**config.mk**
```make
export PLATFORM = sky130hd
export DESIGN_NAME = laser_rx_deframer
export DESIGN_NICKNAME = d
export VERILOG_FILES = /design/src/rtl/laser_pkg.sv /design/src/rtl/laser_rx_sync.sv /design/src/rtl/laser_rx_deframer.sv
export SDC_FILE = /design/constraint.sdc
export NUM_CORES = 1
export LEC_CHECK = 0
export ABC_AREA = 1
export ABC_CLOCK_PERIOD_IN_PS = 2800
export CAP_MARGIN = 20
export CORE_MARGIN = 8
export CORE_UTILIZATION = 59
export CTS_CLUSTER_SIZE = 12
export DETAILED_ROUTE_END_ITERATION = 6
export GPL_ROUTABILITY_DRIVEN = 1
export HOLD_SLACK_MARGIN = 0.02
export PLACE_DENSITY = 0.83
export SETUP_SLACK_MARGIN = 0.2
export SKIP_CTS_REPAIR_TIMING = 1
export SKIP_LAST_GASP = 1
export SYNTH_ARGS = -nofsm -noshare
export SYNTH_HDL_FRONTEND = slang
export SYNTH_SLANG_ARGS = --single-unit
```
**constraint.sdc**
```tcl
create_clock -name clock -period 2.8 [get_ports clock]
set_clock_uncertainty 0.2 [all_clocks]
set_input_delay 0.56 -clock clock [delete_from_list [all_inputs] [get_ports clock]]
set_output_delay 0.56 -clock clock [all_outputs]
set_load 0.01 [all_outputs]
```
**src/rtl/laser_pkg.sv**
```systemverilog
`default_nettype none
// ============================================================================
// Module   : laser_pkg
// Brief    : Shared types and constants for the laser RX deframer.
// Revision : 1.0 - initial release
// ============================================================================
package laser_pkg;

    localparam int DATA_BITS = 8;
    localparam int ERR_CNT_W = 8;

    typedef enum logic [2:0] {
        IDLE   = 3'd0,
        START  = 3'd1,
        DATA   = 3'd2,
        PARITY = 3'd3,
        STOP   = 3'd4
    } rx_state_t;

    function automatic logic maj3(input logic a, input logic b, input logic c);
        return (a & b) | (a & c) | (b & c);
    endfunction

endpackage
`default_nettype wire

```
**src/rtl/laser_rx_sync.sv**
```systemverilog
`default_nettype none
// ============================================================================
// Module   : laser_rx_sync
// Brief    : 2-flop synchronizer for the raw laser line plus a 3-sample
//            majority vote (two previous samples and the current one).
// Revision : 1.0 - initial release
// ============================================================================
module laser_rx_sync
    import laser_pkg::*;
#(
    parameter logic IDLE_LEVEL = 1'b1
) (
    input  logic clock,
    input  logic reset,
    input  logic rx,
    output logic rxs,
    output logic maj
);

    logic       r_meta;
    logic       r_rxs;
    logic [1:0] r_hist;

    always_ff @(posedge clock or posedge reset) begin
        if (reset) begin
            r_meta <= IDLE_LEVEL;
            r_rxs  <= IDLE_LEVEL;
            r_hist <= {2{IDLE_LEVEL}};
        end else begin
            r_meta <= rx;
            r_rxs  <= r_meta;
            r_hist <= {r_hist[0], r_rxs};
        end
    end

    assign rxs = r_rxs;
    // When the counter sits at HALF+1, the history holds HALF-1 and HALF.
    assign maj = maj3(r_hist[1], r_hist[0], r_rxs);

endmodule
`default_nettype wire

```
**src/rtl/laser_rx_deframer.sv**
```systemverilog
`default_nettype none
// ============================================================================
// Module   : laser_rx_deframer
// Brief    : Async-frame byte receiver for one laser RX line; optional even
//            parity bit enabled by defining LASER_RX_PARITY_EN.
// Revision : 1.0 - initial release
// ============================================================================
module laser_rx_deframer
    import laser_pkg::*;
#(
    parameter int   CLKS_PER_BIT = 50,
    parameter logic IDLE_LEVEL   = 1'b1
) (
    input  logic                 clock,
    input  logic                 reset,
    input  logic                 en,
    input  logic                 rx,
    output logic [7:0]           data_out,
    output logic                 data_valid,
    output logic                 framing_err,
    output logic                 busy,
    output logic [ERR_CNT_W-1:0] err_count
);

    localparam int                c_CNT_W = $clog2(CLKS_PER_BIT);
    localparam int                c_IDX_W = $clog2(DATA_BITS);
    localparam logic [c_CNT_W-1:0] c_ONE  = c_CNT_W'(1);
    localparam logic [c_CNT_W-1:0] c_DEC  = c_CNT_W'(CLKS_PER_BIT / 2 + 1);
    localparam logic [c_CNT_W-1:0] c_LAST = c_CNT_W'(CLKS_PER_BIT - 1);
    localparam logic [c_IDX_W-1:0] c_IDX_LAST = c_IDX_W'(DATA_BITS - 1);
    localparam logic [ERR_CNT_W-1:0] c_ERR_MAX = '1;

    logic w_rxs;
    logic w_maj;

    rx_state_t             r_state,  w_state_nxt;
    logic [c_CNT_W-1:0]    r_cnt,    w_cnt_nxt;
    logic [c_IDX_W-1:0]    r_idx,    w_idx_nxt;
    logic [DATA_BITS-1:0]  r_shift,  w_shift_nxt;
    logic                  r_par_err, w_par_err_nxt;
    logic [7:0]            r_data_out, w_data_out_nxt;
    logic                  r_valid,  w_valid_nxt;
    logic                  r_ferr,   w_ferr_nxt;
    logic [ERR_CNT_W-1:0]  r_err_cnt, w_err_cnt_nxt;

    laser_rx_sync #(
        .IDLE_LEVEL (IDLE_LEVEL)
    ) u_sync (
        .clock (clock),
        .reset (reset),
        .rx    (rx),
        .rxs   (w_rxs),
        .maj   (w_maj)
    );

    always_ff @(posedge clock or posedge reset) begin
        if (reset) begin
            r_state    <= IDLE;
            r_cnt      <= '0;
            r_idx      <= '0;
            r_shift    <= '0;
            r_par_err  <= 1'b0;
            r_data_out <= 8'h00;
            r_valid    <= 1'b0;
            r_ferr     <= 1'b0;
            r_err_cnt  <= '0;
        end else begin
            r_state    <= w_state_nxt;
            r_cnt      <= w_cnt_nxt;
            r_idx      <= w_idx_nxt;
            r_shift    <= w_shift_nxt;
            r_par_err  <= w_par_err_nxt;
            r_data_out <= w_data_out_nxt;
            r_valid    <= w_valid_nxt;
            r_ferr     <= w_ferr_nxt;
            r_err_cnt  <= w_err_cnt_nxt;
        end
    end

    always_comb begin
        w_state_nxt    = r_state;
        w_cnt_nxt      = r_cnt + c_ONE;
        w_idx_nxt      = r_idx;
        w_shift_nxt    = r_shift;
        w_par_err_nxt  = r_par_err;
        w_data_out_nxt = r_data_out;
        w_valid_nxt    = 1'b0;
        w_ferr_nxt     = 1'b0;
        w_err_cnt_nxt  = r_err_cnt;

        if (!en) begin
            w_state_nxt = IDLE;
            w_cnt_nxt   = '0;
        end else begin
            case (r_state)
                IDLE: begin
                    w_cnt_nxt = '0;
                    // The detect cycle counts as cnt 0 of the start bit.
                    if (w_rxs == ~IDLE_LEVEL) begin
                        w_state_nxt   = START;
                        w_cnt_nxt     = c_ONE;
                        w_par_err_nxt = 1'b0;
                    end
                end
                START: begin
                    if (r_cnt == c_DEC && w_maj == IDLE_LEVEL) begin
                        w_state_nxt = IDLE;
                        w_cnt_nxt   = '0;
                    end else if (r_cnt == c_LAST) begin
                        w_state_nxt = DATA;
                        w_cnt_nxt   = '0;
                        w_idx_nxt   = '0;
                    end
                end
                DATA: begin
                    if (r_cnt == c_DEC) begin
                        w_shift_nxt[r_idx] = w_maj;
                    end
                    if (r_cnt == c_LAST) begin
                        w_cnt_nxt = '0;
                        w_idx_nxt = r_idx + c_IDX_W'(1);
                        if (r_idx == c_IDX_LAST) begin
`ifdef LASER_RX_PARITY_EN
                            w_state_nxt = PARITY;
`else
                            w_state_nxt = STOP;
`endif
                        end
                    end
                end
`ifdef LASER_RX_PARITY_EN
                PARITY: begin
                    // Even parity: data bits plus parity bit must XOR to zero.
                    if (r_cnt == c_DEC) begin
                        w_par_err_nxt = ^{r_shift, w_maj};
                    end
                    if (r_cnt == c_LAST) begin
                        w_state_nxt = STOP;
                        w_cnt_nxt   = '0;
                    end
                end
`endif
                STOP: begin
                    // Leave at the decision point so a back-to-back start edge is not missed.
                    if (r_cnt == c_DEC) begin
                        w_state_nxt = IDLE;
                        w_cnt_nxt   = '0;
                        if (w_maj == IDLE_LEVEL && !r_par_err) begin
                            w_valid_nxt    = 1'b1;
                            w_data_out_nxt = r_shift;
                        end else begin
                            w_ferr_nxt = 1'b1;
                            if (r_err_cnt != c_ERR_MAX) begin
                                w_err_cnt_nxt = r_err_cnt + ERR_CNT_W'(1);
                            end
                        end
                    end
                end
                default: begin
                    w_state_nxt = IDLE;
                    w_cnt_nxt   = '0;
                end
            endcase
        end
    end

    assign data_out    = r_data_out;
    assign data_valid  = r_valid;
    assign framing_err = r_ferr;
    assign busy        = (r_state != IDLE);
    assign err_count   = r_err_cnt;

endmodule
`default_nettype wire

```
==> results of run 1 <==
-- layout make-up --
cell class | instances | area [um2] | area share
Tap cell | 48 | 60.1 | 0.0234
Multi-Input combinational cell | 193 | 1000 | 0.391
Timing Repair Buffer | 24 | 235 | 0.0916
Clock buffer | 5 | 68.8 | 0.0268
Inverter | 33 | 125 | 0.0487
Clock inverter | 3 | 18.8 | 0.00731
Sequential cell | 42 | 1060 | 0.411
-- metrics by stage --
step,utilization,worst slack (ps)
global route,0.707,374
floorplan,-,1070
global placement,0.683,519
CTS,0.707,577
detailed placement,0.683,454
finish,0.707,582
-- cell families (layout without fill, tap and decap cells) --
family	count (synthesis)	count (layout)	share of synthesized area
and+or+nand+nor	156	156	0.319
DFF	42	42	0.478
xor gates and xnor gates	8	8	0.0351
adders and majority gates	6	6	0.0340
buffers and inverters	37	65	0.0685
AOI/OAI and AO/OA	23	23	0.0662
-- flip-flops by register name, summed over array words and instances (netlist names) --
name,count
r_cnt,6
u_sync.r_meta,1
r_state,3
err_count,8
u_sync.rxs,1
data_out,8
framing_err,1
r_shift,8
data_valid,1
u_sync.r_hist,2
r_idx,3
-- worst max-delay path, cell delays in order, from the launching register on --
cell     delay, ps
dfrtp_1        460
inv_1          150
ha_1           220
nand4_4        170
nor2_2         160
nand3_1        360
inv_1          290
nand2_1         80
nand2_1         70
-- power by group through the flow --
| stage | clock, mW | sequential (mW) | combinational, mW |
|---|---|---|---|
| floorplan | 0 | 0.631 | 0.0432 |
| global placement | 0 | 0.633 | 0.0631 |
| detailed placement | 0 | 0.633 | 0.0651 |
| CTS | 0.393 | 0.621 | 0.0651 |
| global route | 0.419 | 0.623 | 0.0732 |
| finish | 0.385 | 0.622 | 0.0644 |
-- layer usage --
layer  global-route usage  vias to the layer above  wire [um]
li1                     -                      925          -
met1                0.182                      855       1960
met2                0.247                       37       1970
met3               0.0466                        5        260
met4               0.0547                        0         58
met5                    0                        -          0
-- worst paths after layout --
path / start / cells after the start / to
worst max-delay path: r_cnt[0] / 8 / err_count[6]
worst max register to register: r_cnt[0] / 8 / err_count[6]
worst min register to register: u_sync.r_meta / 0 / u_sync.rxs
worst min-delay path: u_sync.r_meta / 0 / u_sync.rxs
min in group asynchronous: reset / 3 / r_state[2]
max in group asynchronous: reset / 3 / u_sync.r_hist[0]
-- Yosys cell counts --
| cell type | n |
|---|---|
| a21oi_1 | 12 |
| a31oi_1 | 1 |
| buf_2 | 3 |
| buf_6 | 1 |
| clkinv_1 | 2 |
| clkinv_2 | 1 |
| dfrtp_1 | 38 |
| dfstp_2 | 4 |
| ha_1 | 6 |
| inv_1 | 26 |
| inv_2 | 4 |
| nand2_1 | 83 |
| nand2_2 | 2 |
| nand3_1 | 27 |
| nand4_1 | 10 |
| nand4_4 | 1 |
| nor2_1 | 24 |
| nor2_2 | 2 |
| nor2_4 | 3 |
| nor3_1 | 3 |
| nor3_2 | 1 |
| o2111ai_1 | 1 |
| o211ai_2 | 1 |
| o21ai_0 | 4 |
| o21ai_1 | 1 |
| o21ai_2 | 2 |
| o21ai_4 | 1 |
| xnor2_1 | 5 |
| xnor2_2 | 1 |
| xor2_1 | 2 |
==> impl_metrics.env, run 1 <==
export IMPL_required_ps=2840
export IMPL_seqPwrFrac=0.581
export IMPL_synth_cells=272
export IMPL_via_per_inst=5.24
export IMPL_syn_area_per_cell_um2=8.13
export IMPL_worst_ep_arrival_time_ps=2260
export IMPL_finalMaxSlewViolations=0
export IMPL_final_area_um2=2570
export IMPL_synth_seq_area_share=0.478
export IMPL_wl_um=4250
export IMPL_worst_pin_slew_ps=530
export IMPL_min_period_over_period=0.792
export IMPL_synth_seq_cells=42
export IMPL_drive_gt1_frac=0.110
export IMPL_start_util=0.608
export IMPL_min_period_ps=2220
export IMPL_num_nets_final=309
export IMPL_dp_hpwl_um=3170
export IMPL_ant_nets=0
export IMPL_grt_pass1_vias=1732
export IMPL_overflow=0
export IMPL_switchingPower_mw=0.261
export IMPL_clk_pin_slew_worst_paths_ps=80
export IMPL_clockBufferDepth=2
export IMPL_ys_types=30
export IMPL_row_count=22
export IMPL_crit_path_max_fanout=11
export IMPL_fin_hold_ws_ps=160
export IMPL_synth_largest_area_cell="dfrtp_1"
export IMPL_dp_cells=340
export IMPL_ir_worst_vdd_mv=0.376
export IMPL_grt_max_degree=43
export IMPL_die_x_um=77.2
export IMPL_internal_power_mw=0.810
export IMPL_finalPower_mw=1.07
export IMPL_postPlaceCellArea_um2=2480
export IMPL_cts_sinks=42
export IMPL_hold_class="reg2reg"
export IMPL_num_vias=1822
export IMPL_grt_usage=0.151
export IMPL_chipHeight_um=77.2
export IMPL_tns_ps=0
export IMPL_hold_viol=0
export IMPL_die_area_um2=5960
export IMPL_setup_violations=0
export IMPL_stdcell_count=348
export IMPL_timing_critical_path_from_type="register"
export IMPL_status="finished, final reports clean"
export IMPL_r2r_setup_slack_ps=580
export IMPL_avgRoutedWirePerCell_um=12.2
export IMPL_cts_buffers=5
export IMPL_io_pins=23
export IMPL_grt_pass1_wl_um=7520
export IMPL_cts_tree="done"
export IMPL_dr_pass1_iters=4
export IMPL_final_common_cell="nand2_1"
export IMPL_fp_coreArea_um2=3630
export IMPL_n_antenna_cell=0
export IMPL_drv_cap=0
export IMPL_powerDensity_nw_per_um2=417
export IMPL_cts_root_buf="clkbuf_8"
export IMPL_clock_latency_ps=290
export IMPL_path_class="reg2reg"
export IMPL_final_cell_mix="83 x nand2_1, 38 x dfrtp_1, 27 x nand3_1"
export IMPL_fmax_ghz=0.451
export IMPL_syn_to_final_growth_pct=16.1
export IMPL_syn_cell_area_um2=2210
export IMPL_initialDrtViolationCount=160
export IMPL_leakage_nw=1.25
export IMPL_power_share_switching=0.244
export IMPL_synth_area_leaders="dfrtp_1 43%, nand2_1 14%, nand3_1 6.1%"
export IMPL_p_clk_frac=0.359
export IMPL_antenna_found_initial=0
export IMPL_htreeDepth=2
export IMPL_fillers=310
export IMPL_pwr_share_comb=0.060
export IMPL_synth_top_area_frac=0.430
export IMPL_slew_headroom=0.645
export IMPL_drc=0
export IMPL_gp_congestion=0.798
export IMPL_rsz0062_at_grt="false"
export IMPL_endpoint_kind="register"
export IMPL_ys_warn_count=0
export IMPL_syn_nets=282
export IMPL_io_buffer_count=22
Power figures use the tool's default switching activity.
==> run 2, diff against run 1 <==
Settings changed: ABC_CLOCK_PERIOD_IN_PS 2800 to 1850, CORE_UTILIZATION 59 to 51, PLACE_DENSITY 0.83 to 0.76.
Clock period 2.8 ns to 1.85 ns, I/O delays scaled along.
==> impl_metrics.env, run 2 (synthesis gave the netlist of run 1 again) <==
export IMPL_hold_end="u_sync.rxs"
export IMPL_dr_pass1_iters=4
export IMPL_powerDensity_nw_per_um2=600
export IMPL_min_period_ps=1840
export IMPL_seqPwrFrac=0.470
export IMPL_grt_pass1_vias=1908
export IMPL_grt_usage=0.156
export IMPL_tns_ps=0
export IMPL_p_clk_frac=0.447
export IMPL_num_nets_final=342
export IMPL_required_ps=1870
export IMPL_hold_viol=0
export IMPL_finalPower_mw=2.01
export IMPL_clockBufferDepth=2
export IMPL_grt_pass1_wl_um=8320
export IMPL_fin_hold_ws_ps=158
export IMPL_switchingPower_mw=0.432
export IMPL_internal_power_mw=1.57
export IMPL_chipHeight_um=81.8
export IMPL_wl_um=6120
export IMPL_clk_pin_slew_worst_paths_ps=80
export IMPL_start_util=0.518
export IMPL_hold_start="u_sync.r_meta"
export IMPL_rr_endpoint="r_shift[5]"
export IMPL_cts_root_buf="clkbuf_8"
export IMPL_ant_nets=0
export IMPL_drive_gt1_frac=0.402
export IMPL_leakage_nw=1.86
export IMPL_hold_path_depth=0
export IMPL_io_buffer_count=22
export IMPL_timing_critical_path_from_type="register"
export IMPL_pwr_share_comb=0.083
export IMPL_n_antenna_cell=0
export IMPL_die_x_um=81.8
export IMPL_dp_hpwl_um=3330
export IMPL_fin_ws_ps=5.14
export IMPL_antenna_found_initial=0
export IMPL_hold_class="reg2reg"
export IMPL_fmax_ghz=0.542
export IMPL_htreeDepth=2
export IMPL_row_count=24
export IMPL_num_vias=2090
export IMPL_gp_congestion=0.865
export IMPL_drv_cap=0
export IMPL_fp_coreArea_um2=4260
export IMPL_r2r_start="r_cnt[0]"
export IMPL_finalMaxSlewViolations=0
export IMPL_overflow=0
export IMPL_cts_sinks=42
export IMPL_slew_headroom=0.695
export IMPL_path_class="reg2reg"
export IMPL_final_common_cell="nand2_1"
export IMPL_clock_latency_ps=310
export IMPL_worst_pin_slew_ps=455
export IMPL_avgRoutedWirePerCell_um=15.9
export IMPL_r2r_setup_slack_ps=5
export IMPL_syn_to_final_growth_pct=51.2
export IMPL_cts_buffers=5
export IMPL_r2r_cells=8
export IMPL_grt_max_degree=43
export IMPL_power_share_switching=0.215
export IMPL_crit_path_max_fanout=7
export IMPL_fillers=245
export IMPL_setup_violations=0
export IMPL_io_pins=23
export IMPL_cts_tree="done"
export IMPL_initialDrtViolationCount=159
export IMPL_ir_worst_vdd_mv=0.578
export IMPL_rsz0062_at_grt="true"
export IMPL_status="finished, final reports clean"
export IMPL_via_per_inst=5.43
export IMPL_final_cell_mix="60 x nand2_1, 31 x dfrtp_1, 21 x inv_1"
export IMPL_post_place_ws_ps=-81.6
export IMPL_drc=0
export IMPL_min_period_over_period=0.997
export IMPL_die_area_um2=6700
export IMPL_worst_ep_arrival_time_ps=1870
export IMPL_endpoint_kind="register"
==> run 2: worst max path at each step <==
stage	depth (start not counted)	end	slack [ps]	from
final	8	r_shift[5]	5	r_cnt[0]
after global routing	8	r_shift[5]	-110	r_cnt[0]
after CTS	3	busy	-140	r_state[2]
after detailed placement	7	r_shift[1]	-80	en
after global placement	7	r_shift[1]	-60	en
after floorplan	7	err_count[0]	200	r_cnt[0]
==> run 2: per-stage QoR <==
step / utilization / instances / area, um2
floorplan: - / 272 / 2220
finish: 0.784 / 385 / 3340
detailed placement: 0.614 / 359 / 2620
global placement: 0.614 / 359 / 2620
CTS: 0.647 / 367 / 2760
global route: 0.784 / 385 / 3340
==> run 2: final cells by class <==
type	instances	area, um2	area share
multi-input combinational	194	1350	0.405
sequential	42	1060	0.319
timing repair buffer	55	573	0.171
inverter	33	138	0.0412
clock buffer	6	82.6	0.0247
tap	52	65.1	0.0195
clock inverter	2	60.1	0.0180
timing repair inverter	1	6.26	0.00187
==> run 2: routing by layer <==
metal	track usage	share of wire	wire length, um
met1	0.195	0.41	2500
met2	0.249	0.49	3000
met3	0.0427	0.061	376
met4	0.0684	0.039	239
met5	0	0	0
==> run 2: worst max-delay path: stages (launching register included) <==
cell,delay [ps]
dfrtp_2,470
inv_2,110
ha_4,160
nand3_4,80
nor2_4,220
nand3_4,170
nor2_4,130
nor2_1,60
a21oi_1,160
==> run 2: power by group through the flow <==
stage	clock (mW)	sequential, mW	combinational, mW
finish	0.897	0.943	0.166
global route	0.955	0.944	0.181
CTS	0.900	0.941	0.118
detailed placement	0	0.959	0.117
global placement	0	0.959	0.115
floorplan	0	0.956	0.0659
==> run 3, diff against run 2 <==
Settings changed: SLEW_MARGIN set to 20.
==> results of run 3 <==
Same layout as run 2: the final DEF is identical, and so are final timing and power.
